`config.mk`:
```
export PLATFORM = sky130hd
export DESIGN_NAME = led_pattern_seq
export DESIGN_NICKNAME = d
export VERILOG_FILES = /design/src/rtl/led_pattern_seq_pkg.sv /design/src/rtl/led_pattern_seq_tick_gen.sv /design/src/rtl/led_pattern_seq.sv
export SDC_FILE = /design/constraint.sdc
export NUM_CORES = 1
export LEC_CHECK = 0
export CAP_MARGIN = 20
export CELL_PAD_IN_SITES_DETAIL_PLACEMENT = 0
export CELL_PAD_IN_SITES_GLOBAL_PLACEMENT = 1
export CORE_ASPECT_RATIO = 0.75
export CORE_UTILIZATION = 30
export DETAILED_ROUTE_END_ITERATION = 10
export HOLD_SLACK_MARGIN = 0.12
export PLACE_DENSITY_LB_ADDON = 0.1
export SLEW_MARGIN = 40
export SYNTH_ARGS = -nofsm -noshare
export SYNTH_HDL_FRONTEND = slang
export SYNTH_SLANG_ARGS = --single-unit
```
`constraint.sdc`:
```
create_clock -name iCLK -period 2.5 [get_ports iCLK]
set_clock_uncertainty 0.1 [all_clocks]
set_input_delay 0.5 -clock iCLK [delete_from_list [all_inputs] [get_ports iCLK]]
set_output_delay 0.5 -clock iCLK [all_outputs]
set_load 0.01 [all_outputs]
```
`src/rtl/led_pattern_seq_pkg.sv`:
```
// Shared types and constant helpers for the LED pattern sequencer.
package led_pattern_seq_pkg;

  typedef enum logic {
    IDLE = 1'b0,
    RUN  = 1'b1
  } state_e;

  // Bits needed to hold 0..v-1, never less than one.
  function automatic int clog2_min1(input int v);
    int r;
    r = 0;
    while ((1 << r) < v) r = r + 1;
    if (r < 1) r = 1;
    return r;
  endfunction

endpackage

```
`src/rtl/led_pattern_seq_tick_gen.sv`:
```
// Step divider: counts 0..DIV-1 while enabled, strobes oTICK on the last count.
module tick_gen
  import led_pattern_seq_pkg::*;
#(
  parameter int DIV = 4
) (
  input  logic iCLK,
  input  logic iRST_N,
  input  logic iCLR,
  input  logic iEN,
  output logic oTICK
);

  localparam int W = clog2_min1(DIV);
  localparam logic [W-1:0] LAST = W'(DIV - 1);

  logic [W-1:0] cnt_q, cnt_d;

  always_comb begin
    cnt_d = cnt_q;
    if (iCLR)     cnt_d = '0;
    else if (iEN) cnt_d = (cnt_q == LAST) ? '0 : cnt_q + W'(1);
  end

  always_ff @(posedge iCLK or negedge iRST_N) begin
    if (!iRST_N) cnt_q <= '0;
    else         cnt_q <= cnt_d;
  end

  assign oTICK = iEN && !iCLR && (cnt_q == LAST);

endmodule

```
`src/rtl/led_pattern_seq.sv`:
```
// Multi-channel LED pattern sequencer: plays a latched PAT_LEN-step pattern, TICK_DIV cycles per step.
module led_pattern_seq
  import led_pattern_seq_pkg::*;
#(
  parameter int TICK_DIV = 5000000,
  parameter int PAT_LEN  = 12,
  parameter int CH       = 1
) (
  input  logic                            iCLK,
  input  logic                            iRST_N,
  input  logic [CH*PAT_LEN-1:0]           iPATTERN,
  input  logic                            iMODE,
  input  logic                            iSTART,
  input  logic                            iSTOP,
  input  logic                            iHOLD,
  output logic [CH-1:0]                   oLED,
  output logic [clog2_min1(PAT_LEN)-1:0]  oSTEP,
  output logic                            oBUSY,
  output logic                            oDONE
);

  localparam int SW = clog2_min1(PAT_LEN);
  localparam logic [SW-1:0] LAST_STEP = SW'(PAT_LEN - 1);

  state_e                state_q, state_d;
  logic [CH*PAT_LEN-1:0] pat_q, pat_d;
  logic                  mode_q, mode_d;
  logic [SW-1:0]         step_q, step_d;
  logic [CH-1:0]         led_q, led_d;
  logic                  done_q, done_d;

  logic tick, div_clr, div_en, last_strobe;

  assign div_clr     = iSTART || iSTOP || (state_q == IDLE);
  assign div_en      = (state_q == RUN) && !iHOLD;
  assign last_strobe = (state_q == RUN) && tick && (step_q == LAST_STEP);

  tick_gen #(.DIV(TICK_DIV)) u_tick (
    .iCLK  (iCLK),
    .iRST_N(iRST_N),
    .iCLR  (div_clr),
    .iEN   (div_en),
    .oTICK (tick)
  );

  always_ff @(posedge iCLK or negedge iRST_N) begin
    if (!iRST_N) state_q <= IDLE;
    else         state_q <= state_d;
  end

  // Stop beats start, start beats the final one-shot strobe.
  always_comb begin
    state_d = state_q;
    if (iSTOP)                     state_d = IDLE;
    else if (iSTART)               state_d = RUN;
    else if (last_strobe && mode_q) state_d = IDLE;
  end

  always_comb begin
    pat_d  = pat_q;
    mode_d = mode_q;
    step_d = step_q;
    led_d  = led_q;
    done_d = 1'b0;
    if (iSTOP) begin
      step_d = '0;
      led_d  = '0;
    end else if (iSTART) begin
      pat_d  = iPATTERN;
      mode_d = iMODE;
      step_d = '0;
      led_d  = iPATTERN[CH-1:0];
    end else if (last_strobe) begin
      step_d = '0;
      if (mode_q) begin
        led_d  = '0;
        done_d = 1'b1;
      end else begin
        led_d  = pat_q[CH-1:0];
      end
    end else if ((state_q == RUN) && tick) begin
      step_d = step_q + SW'(1);
      led_d  = pat_q[(int'(step_q) + 1) * CH +: CH];
    end
  end

  always_ff @(posedge iCLK or negedge iRST_N) begin
    if (!iRST_N) begin
      pat_q  <= '0;
      mode_q <= 1'b0;
      step_q <= '0;
      led_q  <= '0;
      done_q <= 1'b0;
    end else begin
      pat_q  <= pat_d;
      mode_q <= mode_d;
      step_q <= step_d;
      led_q  <= led_d;
      done_q <= done_d;
    end
  end

  assign oLED  = led_q;
  assign oSTEP = step_q;
  assign oBUSY = (state_q == RUN);
  assign oDONE = done_q;

endmodule

```
Yosys cells after proc, flatten, opt, wreduce, memory -nomap -nowiden
Cells that the tools add are included.
{"block": "totals", "ff_bits": 43, "in_bits": 18, "elab_cells": 48, "output_inout_bits": 7}
{"block": "op_classes", "shifts": 1, "mux": 19, "reduce_logical": 14, "n_eq_ne": 2, "bitwise_logic": 2, "addsub": 3}
{"cell": "23-bit 2-to-1 mux", "n": 3}
{"cell": "23-bit by 1-bit adder with 23-bit output, second input constant", "n": 1}
{"cell": "23-bit == test, second input constant", "n": 1}
{"cell": "4-bit 2-to-1 mux", "n": 4}
{"cell": "1-bit 2-to-1 mux", "n": 12}
{"cell": "12-bit by 6-bit variable part select with 1-bit output", "n": 1}
{"cell": "1-bit logical AND", "n": 6}
{"cell": "4-bit by 1-bit adder with 5-bit output, second input constant", "n": 1}
{"cell": "4-bit by 1-bit adder with 4-bit output, second input constant", "n": 1}
{"cell": "4-bit == test, second input constant", "n": 1}
{"cell": "4-bit nonzero test", "n": 1}
{"cell": "3-bit nonzero test", "n": 1}
{"cell": "1-bit logical NOT", "n": 2}
{"cell": "1-bit logical OR", "n": 2}
{"cell": "1-bit inverter", "n": 2}
{"cell": "2-bit AND reduction", "n": 1}
{"cell": "2-bit nonzero test", "n": 1}

Logic depth before layout (Yosys ltp)
Gate-level depths: netlist (run 1).
{"block": "depth", "word_depth": 11, "mapped_depth": 7, "ltp_nobuf": 6}

Modules after synthesis
A second synthesis (run 1) with hierarchy kept.
{"block": "hier_totals", "hier_cells": 251, "area_unflattened_um2": 2362.3}
{"module": "tick_gen", "seq_area_each_um2": 575.6, "area_per_inst_um2": 1357.6, "cells_per_inst": 161, "instances": 1}
{"module": "led_pattern_seq", "seq_area_each_um2": 500.5, "area_per_inst_um2": 1004.7, "cells_per_inst": 90, "instances": 1}

Least setup slack after synthesis (run 1)
OpenSTA, ideal clock, no wires.
{"block": "synth_path", "path_type": "input to register", "from": "input iSTOP", "to": "register step_q[2] (netlist: oSTEP[2])", "required_time_ps": 2323, "arrival_time_ps": 1775, "path_stages": 5, "n_path_buf": 0, "slack_ps": 548, "path_cell_list": "or3b_1 -> nor2_1 -> nand3_2 -> or4_1 -> a21oi_1"}
{"block": "synth_via", "elab_chain_len": 10, "elab_cells_between_ends": 11, "classes_between": "mux: 3; reduce/logical: 8"}
{"item": "start: declaration", "line": "led_pattern_seq.sv:14", "rtl": "input logic iSTOP,"}
{"item": "1-bit logical OR (2 in series)", "line": "led_pattern_seq.sv:34", "rtl": "assign div_clr = iSTART || iSTOP || (state_q == IDLE);"}
{"item": "1-bit logical NOT", "line": "led_pattern_seq_tick_gen.sv:30", "rtl": "assign oTICK = iEN && !iCLR && (cnt_q == LAST);"}
{"item": "1-bit logical AND (2 in series)", "line": "led_pattern_seq_tick_gen.sv:30"}
{"item": "1-bit logical AND", "line": "led_pattern_seq.sv:36, led_pattern_seq.sv:81"}
{"item": "1-bit logical AND", "line": "led_pattern_seq.sv:36", "rtl": "assign last_strobe = (state_q == RUN) && tick && (step_q == LAST_STEP);"}
{"item": "4-bit 2-to-1 mux", "line": "led_pattern_seq.sv:73", "rtl": "end else if (last_strobe) begin"}
{"item": "4-bit 2-to-1 mux", "line": "led_pattern_seq.sv:68", "rtl": "end else if (iSTART) begin"}
{"item": "4-bit 2-to-1 mux", "line": "led_pattern_seq.sv:65", "rtl": "if (iSTOP) begin"}
{"item": "end signal: assignment", "line": "led_pattern_seq.sv:97", "rtl": "step_q <= step_d;"}
{"item": "end: declaration", "line": "led_pattern_seq.sv:28", "rtl": "logic [SW-1:0] step_q, step_d;"}
Parallel ways exist; a longest one is shown, timed or not.
A chain may end at the register's enable or synchronous reset.

Final worst setup path (run 1)
{"block": "layout_path", "from": "input iSTOP", "to": "register step_q[0] (netlist: oSTEP[0])"}
The elaborated chain is that of the path after synthesis.

==> reports/summary.txt, run 1 <==
RUN
------------------------------------------------------------------------------------
Max-cap violations                                                                 0

SYNTH
------------------------------------------------------------------------------------
Synth Cell Area                                                            2300 um^2
Top cells by area in the synthesized netlist                            dfrtp_1, mux2_2, nand2_1
Number of warning messages in the yosys log                                        0
Register bit total from synthesis                                                 43
Most common flop cell mapped by yosys                                        dfrtp_1
Sequential element share of the synthesized area                               46.8%
Cell count after synthesis                                                       228
Average footprint of a synthesized cell                                    10.1 um^2
Fraction of registers with async set or reset after synthesis                   100%
Area leader, netlist                                                         dfrtp_1
Synth top area share                                                           46.8%
Post-Synthesis Net Count                                                         248
Number of flops mapped to enable cells by yosys                                    0
Count of cell types in the netlist                                                50

LAYOUT
------------------------------------------------------------------------------------
Fraction of the core area covered by cells at the end of the flow              39.1%
Area growth, synth to finish                                                   25.4%
Commonest cells after routing, fill and taps aside                      dfrtp_1, nand2_1, clkdlybuf4s50_1
Diode insertion count for antenna repair                                           0
Register cell area after layout                                            1080 um^2
Multi-input gate area in the final layout                                  1160 um^2
Number of fill cells in the layout                                               756
Leading cell type in the layout, fill and taps excluded                      dfrtp_1
Share of cells above drive strength 1                                          18.5%
Net count of the finished layout                                                 284

DRT
------------------------------------------------------------------------------------
Post-detailed-route count of antenna-violating nets                                0
Drt first-iter violations                                                         63
Routed Wire Length                                                           5550 um
Detailed-router iteration count before antenna repair                              4
Total via count after detailed routing                                          1874
Via density per instance                                                        5.12
DRC violation count after routing                                                  0
Average wire length per cell after detail routing                            15.2 um

CLOCKING
------------------------------------------------------------------------------------
Hold-fix buffer count after cts                                                    0
CTS tree                                                                         yes
TritonCTS Sinks                                                                   43
Number of gates resized after CTS                                                  0
Maximum number of buffers from clock root to sink                                  2
Skew-Pair Late Insertion Delay                                               0.30 ns
Clk slew on worst S/H paths                                                  0.09 ns
Root buffer selected by CTS                                                 clkbuf_8
Postcts setup bufs                                                                 0
CTS buffer count                                                                   5
Clock H-tree levels                                                                2

FLOORPLANNING
------------------------------------------------------------------------------------
Horiz. Die Dim                                                                103 um
Total number of placement rows                                                    27
Initial Utilization                                                            31.2%
Die area                                                                   8010 um^2
Vert. Die Dim                                                                77.8 um
Top Ports                                                                         25
Core Area                                                                  7360 um^2

SETUP PATH
------------------------------------------------------------------------------------
Critical Path RT                                                             2.62 ns
CP Launch Point                                                                iSTOP
Startpoint class of the critical path                                      input pin
Setup Crit Path Kind                                                    input pin to flip-flop
Capturing element type of the critical path                                flip-flop
Peak fanout along the critical path                                                4
Worst path arrival time                                                      2.32 ns
Launch instance of the worst register-to-register path                  u_tick.cnt_q[0]

PLACE
------------------------------------------------------------------------------------
Weighted congestion at the end of routability-driven global placement          0.746
Number of buffers added on ports                                                  24
Hpwl dp                                                                      4100 um
Place WS                                                                  -0.0153 ns

STA
------------------------------------------------------------------------------------
Final number of max-transition violations                                          0
Final-layout setup total negative slack                                         0 ns
Number of failing hold endpoints at the final stage                                0
Worst relative slew slack                                                      56.1%
RSZ-0062 raised after global routing                                              no
PnR worst setup slack                                                       0.299 ns
Final critical-path required period                                          2.20 ns
Least-Margin Pin Slew                                                       0.659 ns
Tcrit/Tclk final                                                               88.0%
Setup violation total in the final timing report                                   0
Max Fclk                                                                   0.454 GHz
Final hold slack                                                            0.118 ns

GRT
------------------------------------------------------------------------------------
Global-route wire length before repair                                       9640 um
Global-route total usage across every layer                                    15.8%
Largest net degree at the start of global routing                                 29
Number of antenna violations at the first check in global routing                  0
Aggregate global routing overflow                                                  0
Number of global-route vias before repair                                       1871

POWER
------------------------------------------------------------------------------------
Static leakage                                                            0.00109 uW
Power Dens Cells                                                         531 nW/um^2
Post-layout total power                                                      1530 uW
Worst supply voltage drop on vdd                                            0.285 mV

RUN STATUS
------------------------------------------------------------------------------------
Result of the run                                                          completed

MIN PATH
------------------------------------------------------------------------------------
Class of the most critical hold timing path                             input pin to asynchronous set/reset pin

registers in the layout, summed over array words and instances, names as in the netlist:
| register | flops |
|---|---|
| u_tick.cnt_q | 23 |
| pat_q | 12 |
| oSTEP | 4 |
| mode_q | 1 |
| oBUSY | 1 |
| oDONE | 1 |
| oLED | 1 |
through the flow:
step           instance area, um^2  std cells
2_1_floorplan                 2300        228
3_3_place_gp                  2750        358
3_5_place_dp                  2750        358
4_1_cts                       2880        366
5_1_grt                       2880        366
6_report                      2880        366
worst max-delay path: stages:
cell and delay (ns):
clkdlybuf4s50_1 0.47, or3b_1 0.44, nor2_1 0.21, nand4_1 0.18, or3_1 0.38, a21oi_1 0.15
layout make-up:
class | instances | share of cell area, %
clock inverters | 3 | 2.34
clock buffers | 5 | 2.39
multi-input cells | 167 | 40.1
well taps | 101 | 4.39
flip-flops and latches | 43 | 37.3
inverters | 9 | 1.17
repair buffers | 38 | 12.2
final timing paths:
| kind | to | slack [ns] | cells past startpoint |
|---|---|---|---|
| worst max-delay path | oSTEP[0] | 0.30 | 6 |
| worst min-delay path | mode_q | 0.12 | 1 |
| worst max register to register | oSTEP[3] | 0.35 | 6 |
| worst min register to register | u_tick.cnt_q[20] | 0.40 | 1 |
| max in group asynchronous | u_tick.cnt_q[11] | 1.59 | 2 |
| min in group iCLK | u_tick.cnt_q[20] | 0.40 | 1 |
routing by layer:
| layer | up-vias | part of all wire [%] | global-route usage [%] |
|---|---|---|---|
| met5 | - | 0 | 0 |
| met4 | 0 | 0.83 | 3.80 |
| met3 | 5 | 2.7 | 2.97 |
| met2 | 25 | 39 | 21.1 |
| met1 | 907 | 57 | 25.5 |
| li1 | 937 | - | - |
Yosys cell counts, drive strengths merged, types with 2 or more instances:
cell type and n:
ha 2, o21ai 11, dfrtp 43, nand4 6, nor3b 2, or2 2, or3 2, or3b 2
nand3b 2, nor2 11, nand2 25, o311ai 3, o22ai 2, inv 9, nand3 17, nor4 4
or4 2, o31ai 2, mux2 12, a41oi 5, mux4 2, a21oi 14, nor3 2, clkbuf 8
a31oi 14, nand2b 4, and3 4
power breakdown:
part,internal [uW],switching (uW)
combinational,74.9,53.8
clock,399,256
sequential,728,17.5
total,1200,327
cell families (layout without fill, tap and decap cells):
family / after synthesis / after routing / share of synthesized area [%]
adder cells (fa/ha/maj): 2 / 2 / 1.09
flip-flops: 43 / 43 / 46.8
XOR/XNOR: 1 / 1 / 0.381
AND/OR/NAND/NOR: 91 / 91 / 24.2
buffers and inverters: 18 / 55 / 3.00
AO/OA/AOI/OAI: 58 / 58 / 16.2
multiplexers: 15 / 15 / 8.28
Note: power is estimated with default switching activity, not from simulation.
==> run 2, diff against run 1 <==
--- a/config.mk
+++ b/config.mk
@@ -5,11 +5,12 @@
 export SDC_FILE = /design/constraint.sdc
 export NUM_CORES = 1
 export LEC_CHECK = 0
-export CAP_MARGIN = 20
+export CAP_MARGIN = 0
 export CELL_PAD_IN_SITES_DETAIL_PLACEMENT = 0
 export CELL_PAD_IN_SITES_GLOBAL_PLACEMENT = 1
 export CORE_ASPECT_RATIO = 0.75
 export CORE_UTILIZATION = 30
+export CTS_BUF_LIST = sky130_fd_sc_hd__clkbuf_4
 export DETAILED_ROUTE_END_ITERATION = 10
 export HOLD_SLACK_MARGIN = 0.12
 export PLACE_DENSITY_LB_ADDON = 0.1
==> run 2 against run 1 <==
  * Flip-flop and latch count unchanged
  * Routed wire length up 0.58%
  * Highest routed layer unchanged
  * Clock power is 15% lower
  * Sequential share of layout area is 0.28 points higher
  * Critical path type is now flip-flop to output port
  * Combinational power is essentially flat
  * Sequential power is essentially flat
  * Via count shrank 0.37%
  * Critical path depth fell by 5
  * Utilization fell by 0.29 points
  * Worst setup slack improved by 0.018 ns
  * Global-route usage hardly changed
  * Total power decreased by 6.3%
==> reports/summary.txt, run 2 (synthesized netlist as in run 1, its figures left out) <==
RUN STATUS
------------------------------------------------------------------------------------
Result of the run                                                          completed

STA
------------------------------------------------------------------------------------
Least-Margin Pin Slew                                                       0.661 ns   +0.00260 ns
Number of failing hold endpoints at the final stage                                0   unchanged
Worst relative slew slack                                                      55.9%   -0.17 points
Final-layout setup total negative slack                                         0 ns   unchanged
Final critical-path required period                                          2.18 ns   -0.0185 ns
RSZ-0062 raised after global routing                                              no
Setup violation total in the final timing report                                   0   unchanged
Max Fclk                                                                   0.458 GHz   +0.85%
Tcrit/Tclk final                                                               87.3%   -0.74 points
Final number of max-transition violations                                          0   unchanged

SETUP PATH
------------------------------------------------------------------------------------
Cell family with the largest share of critical-path delay                 flip-flops
Startpoint class of the critical path                                      flip-flop
R2r worst-path depth                                                               6   unchanged
Instance count on the critical path                                                1   -5
Setup Crit Path Kind                                                    flip-flop to output port
Critical path, cell by cell                                             clkdlybuf4s50_1
Launch instance of the worst register-to-register path                  u_tick.cnt_q[0]
Worst path arrival time                                                      1.58 ns   -0.74 ns
Capturing element type of the critical path                              output port
Critical Path RT                                                             1.90 ns   -0.72 ns
Largest stage delay, worst path                                              0.61 ns   +0.14 ns
Slowest cell on crit path                                                    dfrtp_1
Sum of buffers and inverters on the critical path                                  1   unchanged
Peak fanout along the critical path                                                9   +5
Register-to-register setup slack                                             0.34 ns   about the same
Terminus of the critical flop-to-flop path                                  oSTEP[3]

PLACE
------------------------------------------------------------------------------------
Hpwl dp                                                                      4100 um   unchanged
Dpl cell area                                                              2750 um^2   unchanged
Cell total after placement                                                       358   unchanged
Number of buffers added on ports                                                  24   unchanged
Weighted congestion at the end of routability-driven global placement          0.746   unchanged

LAYOUT
------------------------------------------------------------------------------------
Fraction of the core area covered by cells at the end of the flow              38.8%   -0.29 points
Net count of the finished layout                                                 285   +0.35%
Area growth, synth to finish                                                   24.5%
Flip-flop count of the largest register after layout                              23   unchanged
Commonest cells after routing, fill and taps aside                      dfrtp_1, nand2_1, clkdlybuf4s50_1
Fin cells                                                                        367   +0.27%
Final design instance area without fill                                    2860 um^2   -0.74%
Diode insertion count for antenna repair                                           0   unchanged
Register with the most flip-flops                                       u_tick.cnt_q
Number of fill cells in the layout                                               760   +0.53%
Leading cell type in the layout, fill and taps excluded                      dfrtp_1
Share of cells above drive strength 1                                          18.4%   -0.070 points

GRT
------------------------------------------------------------------------------------
Number of antenna violations at the first check in global routing                  0   unchanged
Number of global-route vias before repair                                       1865   -0.32%
Global-route wire length before repair                                       9630 um   about the same
Met1 Usage GRT                                                                 25.3%   -0.17 points
Global-route total usage across every layer                                    15.8%   +0.019 points
Fraction of met3 tracks used by global routing                                 3.24%   +0.27 points
Met2 demand-to-capacity share in global routing                                21.1%   +0.067 points
Aggregate global routing overflow                                                  0   unchanged
Most used routing layer                                                         met1
Largest net degree at the start of global routing                                 29   unchanged

DRT
------------------------------------------------------------------------------------
Total via count after detailed routing                                          1867   -0.37%
Average wire length per cell after detail routing                            15.2 um   +0.30%
Routed Wire Length                                                           5580 um   +0.58%
Detailed-router iteration count before antenna repair                              4   unchanged
Via density per instance                                                        5.09   -0.64%
DRC violation count after routing                                                  0   unchanged
Post-detailed-route count of antenna-violating nets                                0   unchanged
Drt first-iter violations                                                         76   +21%

FLOORPLANNING
------------------------------------------------------------------------------------
Horiz. Die Dim                                                                103 um   unchanged
Vert. Die Dim                                                                77.8 um   unchanged
Die area                                                                   8010 um^2   unchanged
Top Ports                                                                         25   unchanged
Core Area                                                                  7360 um^2   unchanged
Total number of placement rows                                                    27   unchanged
Initial Utilization                                                            31.2%   unchanged

CLOCKING
------------------------------------------------------------------------------------
Hold-fix buffer count after cts                                                    1   +1
Clock H-tree levels                                                                2   unchanged
Postcts setup bufs                                                                 0   unchanged
CTS tree                                                                         yes
Skew-Pair Late Insertion Delay                                               0.36 ns   +0.06 ns
Maximum number of buffers from clock root to sink                                  2   unchanged
TritonCTS Sinks                                                                   43   unchanged
Number of gates resized after CTS                                                  0   unchanged
Root buffer selected by CTS                                                 clkbuf_4
CTS buffer count                                                                   5   unchanged
Clk slew on worst S/H paths                                                  0.14 ns   +0.05 ns

MIN PATH
------------------------------------------------------------------------------------
Class of the most critical hold timing path                             flip-flop to flip-flop
Launch point of the worst hold path                                     u_tick.cnt_q[20]
Destination of the worst hold path                                      u_tick.cnt_q[20]
Hold Crit Depth                                                                    1

POWER
------------------------------------------------------------------------------------
Net switching share of the total power                                         22.1%   +0.72 points
Worst supply voltage drop on vdd                                            0.266 mV   -6.5%
Power Dens Cells                                                         501 nW/um^2   -5.6%
Share of power burned in the clock network                                     38.8%   -4.0 points
Internal Pwr Total                                                           1120 uW   -7.2%
Post-layout total power                                                      1430 uW   -6.3%
Static leakage                                                            0.00108 uW   -0.81%
Switching power summed over all nets                                          317 uW   -3.2%
Sequential fraction of design power                                            52.1%   +3.3 points
Combinational power share                                                       9.1%   +0.7 points

RUN
------------------------------------------------------------------------------------
Max-cap violations                                                                 0   unchanged

## run 2: cell count changes in the layout (fill, tap and decap cells not counted)
cell,before,now
clkbuf_4,0,5
clkbuf_8,5,0
dlygate4sd3_1,0,1
## run 2: routing by layer
layer | up-vias | wire length (um)
met3 | 5 | 161
met5 | - | 0
met2 | 24 | 2190
met1 | 902 | 3180
li1 | 936 | -
met4 | 0 | 51
## run 2: worst max path at each step
stage               endpoint            start
floorplan           oSTEP[2]            iSTOP
global placement    oSTEP[0]            iSTOP
detailed placement  oSTEP[0]            iSTOP
CTS                 oSTEP[0]         oSTEP[0]
global route        oSTEP[3]  u_tick.cnt_q[0]
finish              oSTEP[0]         oSTEP[0]
## run 2: power groups by stage
stage / clock network (uW) / logic [uW] / registers [uW]
after floorplan: 0 / 60.9 / 755
after global placement: 0 / 133 / 759
after detailed placement: 0 / 132 / 759
after CTS: 576 / 134 / 746
after global routing: 607 / 146 / 750
final: 556 / 130 / 746
## run 2: area by class of cell
class                           count  area, um^2  share of cell area, %
Clock inverter                      3        67.6                   2.36
Inverter                            9        33.8                   1.18
Clock buffer                        5        37.5                   1.31
Timing Repair Buffer               39         363                   12.7
Sequential cell                    43        1080                   37.6
Tap cell                          101         126                   4.42
Multi-Input combinational cell    167        1160                   40.4
## run 2: worst reg2reg max path, delay by kind of cell (launching register included)
| kind | cells | cell delay [ns] |
|---|---|---|
| flip-flops | 1 | 0.46 |
| AO/OA/AOI/OAI | 1 | 0.16 |
| AND/OR/NAND/NOR | 4 | 1.13 |
| adder cells (fa/ha/maj) | 1 | 0.23 |
## run 2: per-stage QoR
stage | hold WS, ns | worst slack (ns)
detailed placement | 0.391 | -0.0153
global route | 0.444 | 0.154
floorplan | 0.104 | 0.548
CTS | 0.408 | 0.284
global placement | 0.389 | 0.0485
finish | 0.407 | 0.318
==> run 3, diff against run 2 <==
==> constraint.sdc (replaced) <==
create_clock -name iCLK -period 2.5 [get_ports iCLK]
set_clock_uncertainty 0.1 [all_clocks]
set_input_delay 0.5 -clock iCLK [delete_from_list [all_inputs] [get_ports iCLK]]
set_output_delay 0.5 -clock iCLK [all_outputs]
set_load 0.05 [all_outputs]
==> run 3 against run 2 <==
  * Non-clock buffer count increased by 3
  * Combinational power increased by 6%
  * Design area increased by 0.79%
  * Worst hold slack improved by 0.0012 ns
  * Flip-flop and latch count unchanged
  * Routed wire length increased by 4.0%
  * Total power increased by 1.2%
  * First-iteration DRC count decreased by 6.6%
  * Sequential share of layout area decreased by 0.29 points
  * Critical path type unchanged
  * Critical endpoint is now oSTEP[2]
  * Largest cell class unchanged
  * Highest routed layer unchanged
==> reports/summary.txt, run 3 (synthesized netlist as in run 1, its figures left out) <==
POWER
------------------------------------------------------------------------------------
Post-layout total power                                                      1450 uW   +1.2%
Combinational power share                                                       9.5%   +0.4 points
Power Dens Cells                                                         503 nW/um^2   +0.44%
Share of power burned in the clock network                                     39.0%   +0.2 points
Switching power summed over all nets                                          335 uW   +5.5%
Sequential fraction of design power                                            51.5%   -0.6 points
Worst supply voltage drop on vdd                                            0.205 mV   -23%
Internal Pwr Total                                                           1120 uW   about the same
Static leakage                                                            0.00109 uW   +1.5%
Net switching share of the total power                                         23.1%   +0.94 points

STA
------------------------------------------------------------------------------------
Final number of max-transition violations                                          0   unchanged
Final hold slack                                                            0.408 ns   +0.00121 ns
Setup violation total in the final timing report                                   0   unchanged
Tcrit/Tclk final                                                               93.8%   +6.5 points
Max Fclk                                                                   0.426 GHz   -7.0%
Least-Margin Pin Slew                                                       0.671 ns   +0.00971 ns
Number of failing hold endpoints at the final stage                                0   unchanged
Final critical-path required period                                          2.35 ns   +0.163 ns
PnR worst setup slack                                                       0.154 ns   -0.163 ns
RSZ-0062 raised after global routing                                              no
Worst relative slew slack                                                      55.3%   -0.65 points

LAYOUT
------------------------------------------------------------------------------------
Fin cells                                                                        370   +0.82%
Flip-flop count of the largest register after layout                              23   unchanged
Fraction of the core area covered by cells at the end of the flow              39.1%   +0.31 points
Net count of the finished layout                                                 288   +1.1%
Share of cells above drive strength 1                                          19.3%   +0.91 points
Register with the most flip-flops                                       u_tick.cnt_q
Commonest cells after routing, fill and taps aside                      dfrtp_1, nand2_1, clkdlybuf4s50_1
Leading cell type in the layout, fill and taps excluded                      dfrtp_1
Area growth, synth to finish                                                   25.5%
Register cell area after layout                                            1080 um^2   unchanged
Number of fill cells in the layout                                               758   -0.26%
Diode insertion count for antenna repair                                           0   unchanged
Multi-input gate area in the final layout                                  1160 um^2   unchanged

FLOORPLANNING
------------------------------------------------------------------------------------
Horiz. Die Dim                                                                103 um   unchanged
Vert. Die Dim                                                                77.8 um   unchanged
Die area                                                                   8010 um^2   unchanged
Top Ports                                                                         25   unchanged
Total number of placement rows                                                    27   unchanged
Initial Utilization                                                            31.2%   unchanged
Core Area                                                                  7360 um^2   unchanged

CLOCKING
------------------------------------------------------------------------------------
Root buffer selected by CTS                                                 clkbuf_4
CTS tree                                                                         yes
Skew-Pair Late Insertion Delay                                               0.37 ns   about the same
TritonCTS Sinks                                                                   43   unchanged
Clk slew on worst S/H paths                                                  0.13 ns   about the same
Clock H-tree levels                                                                2   unchanged
Postcts setup bufs                                                                 0   unchanged
CTS buffer count                                                                   5   unchanged
Maximum number of buffers from clock root to sink                                  2   unchanged

SETUP PATH
------------------------------------------------------------------------------------
Capturing element type of the critical path                              output port
R2r worst-path depth                                                               6   unchanged
Slowest cell on crit path                                               clkdlybuf4s50_1
Cell family with the largest share of critical-path delay               buffers and inverters
Setup Crit Path Kind                                                    flip-flop to output port
Launch instance of the worst register-to-register path                  u_tick.cnt_q[0]
Startpoint class of the critical path                                      flip-flop
Sum of buffers and inverters on the critical path                                  1   unchanged
Worst path arrival time                                                      1.75 ns   +0.17 ns
Critical path, cell by cell                                             clkdlybuf4s50_1
CP Launch Point                                                             oSTEP[2]
Peak fanout along the critical path                                                8   -1
Critical Path RT                                                             1.90 ns   about the same
Largest stage delay, worst path                                              0.86 ns   +0.25 ns
Terminus of the critical flop-to-flop path                                  oSTEP[3]
Register-to-register setup slack                                             0.30 ns   -0.04 ns

DRT
------------------------------------------------------------------------------------
DRC violation count after routing                                                  0   unchanged
Total via count after detailed routing                                          1909   +2.2%
Via density per instance                                                        5.16   +1.4%
Routed Wire Length                                                           5810 um   +4.0%
Average wire length per cell after detail routing                            15.7 um   +3.2%
Drt first-iter violations                                                         71   -6.6%
Post-detailed-route count of antenna-violating nets                                0   unchanged
Detailed-router iteration count before antenna repair                              4   unchanged

PLACE
------------------------------------------------------------------------------------
Number of buffers added on ports                                                  24   unchanged
Weighted congestion at the end of routability-driven global placement          0.751   +0.70%
Hpwl dp                                                                      4200 um   +2.6%
Place WS                                                                 -0.00726 ns   +0.00802 ns
Cell total after placement                                                       361   +0.84%

MIN PATH
------------------------------------------------------------------------------------
Launch point of the worst hold path                                     u_tick.cnt_q[20]
Destination of the worst hold path                                      u_tick.cnt_q[20]
Class of the most critical hold timing path                             flip-flop to flip-flop
Hold Crit Depth                                                                    1   unchanged

RUN
------------------------------------------------------------------------------------
Max-cap violations                                                                 0   unchanged

RUN STATUS
------------------------------------------------------------------------------------
Result of the run                                                          completed

GRT
------------------------------------------------------------------------------------
Global-route wire length before repair                                       9750 um   +1.2%
Aggregate global routing overflow                                                  0   unchanged
Global-route total usage across every layer                                    16.3%   +0.42 points
Number of antenna violations at the first check in global routing                  0   unchanged
Largest net degree at the start of global routing                                 29   unchanged
Number of global-route vias before repair                                       1850   -0.80%

[run 3: cell count changes in the layout (fill, tap and decap cells not counted)]
cell   before  now
buf_4      13   16
[run 3: metal layers]
layer	wire length (um)	up-vias	share of wire, %	global-route usage [%]
met2	2240	27	39	21.1
met4	72	0	1.2	4.65
met1	3290	931	57	25.9
li1	-	943	-	-
met3	199	8	3.4	3.78
met5	0	-	0	0
[run 3: worst max-delay path by stage]
stage	cells past startpoint	endpoint	slack, ns
after floorplan	5	oSTEP[2]	0.40
after global placement	6	oSTEP[0]	0.04
after detailed placement	6	oSTEP[0]	-0.007
after CTS	1	oSTEP[2]	0.14
after global routing	1	oSTEP[2]	0.08
final	1	oSTEP[2]	0.15
[run 3: what timing repair did]
item / in CTS / in global routing
endpoints found under the hold margin: 26 / 0
hold buffers: 1 / 0
resized for setup: 0 / 0
setup endpoints to repair: 0 / 0
[run 3: metrics by stage]
step	area, um^2	TNS (ns)
global placement	2770	0
global route	2880	0
finish	2880	0
floorplan	2300	0
detailed placement	2770	-0.00726
CTS	2880	0
[run 3: power by group through the flow]
stage,Sequential (uW),Combinational [uW],Clock [uW]
final,747,138,565
after global placement,760,139,0
after CTS,747,140,577
after floorplan,761,60.9,0
after global routing,753,153,611
after detailed placement,760,139,0
[run 3: worst register-to-register path: cells and delay by family, from the launching register on]
kind,cells,cell delay [ns]
AO/OA/AOI/OAI,1,0.14
AND/OR/NAND/NOR,4,1.19
flip-flops,1,0.47
adder cells (fa/ha/maj),1,0.24
[run 3: cell type report]
cell class              count  area share, %
flip-flops and latches     43           37.3
clock buffers               5           1.30
well taps                 101           4.38
inverters                   9           1.17
multi-input cells         167           40.1
repair buffers             42           13.4
clock inverters             3           2.34
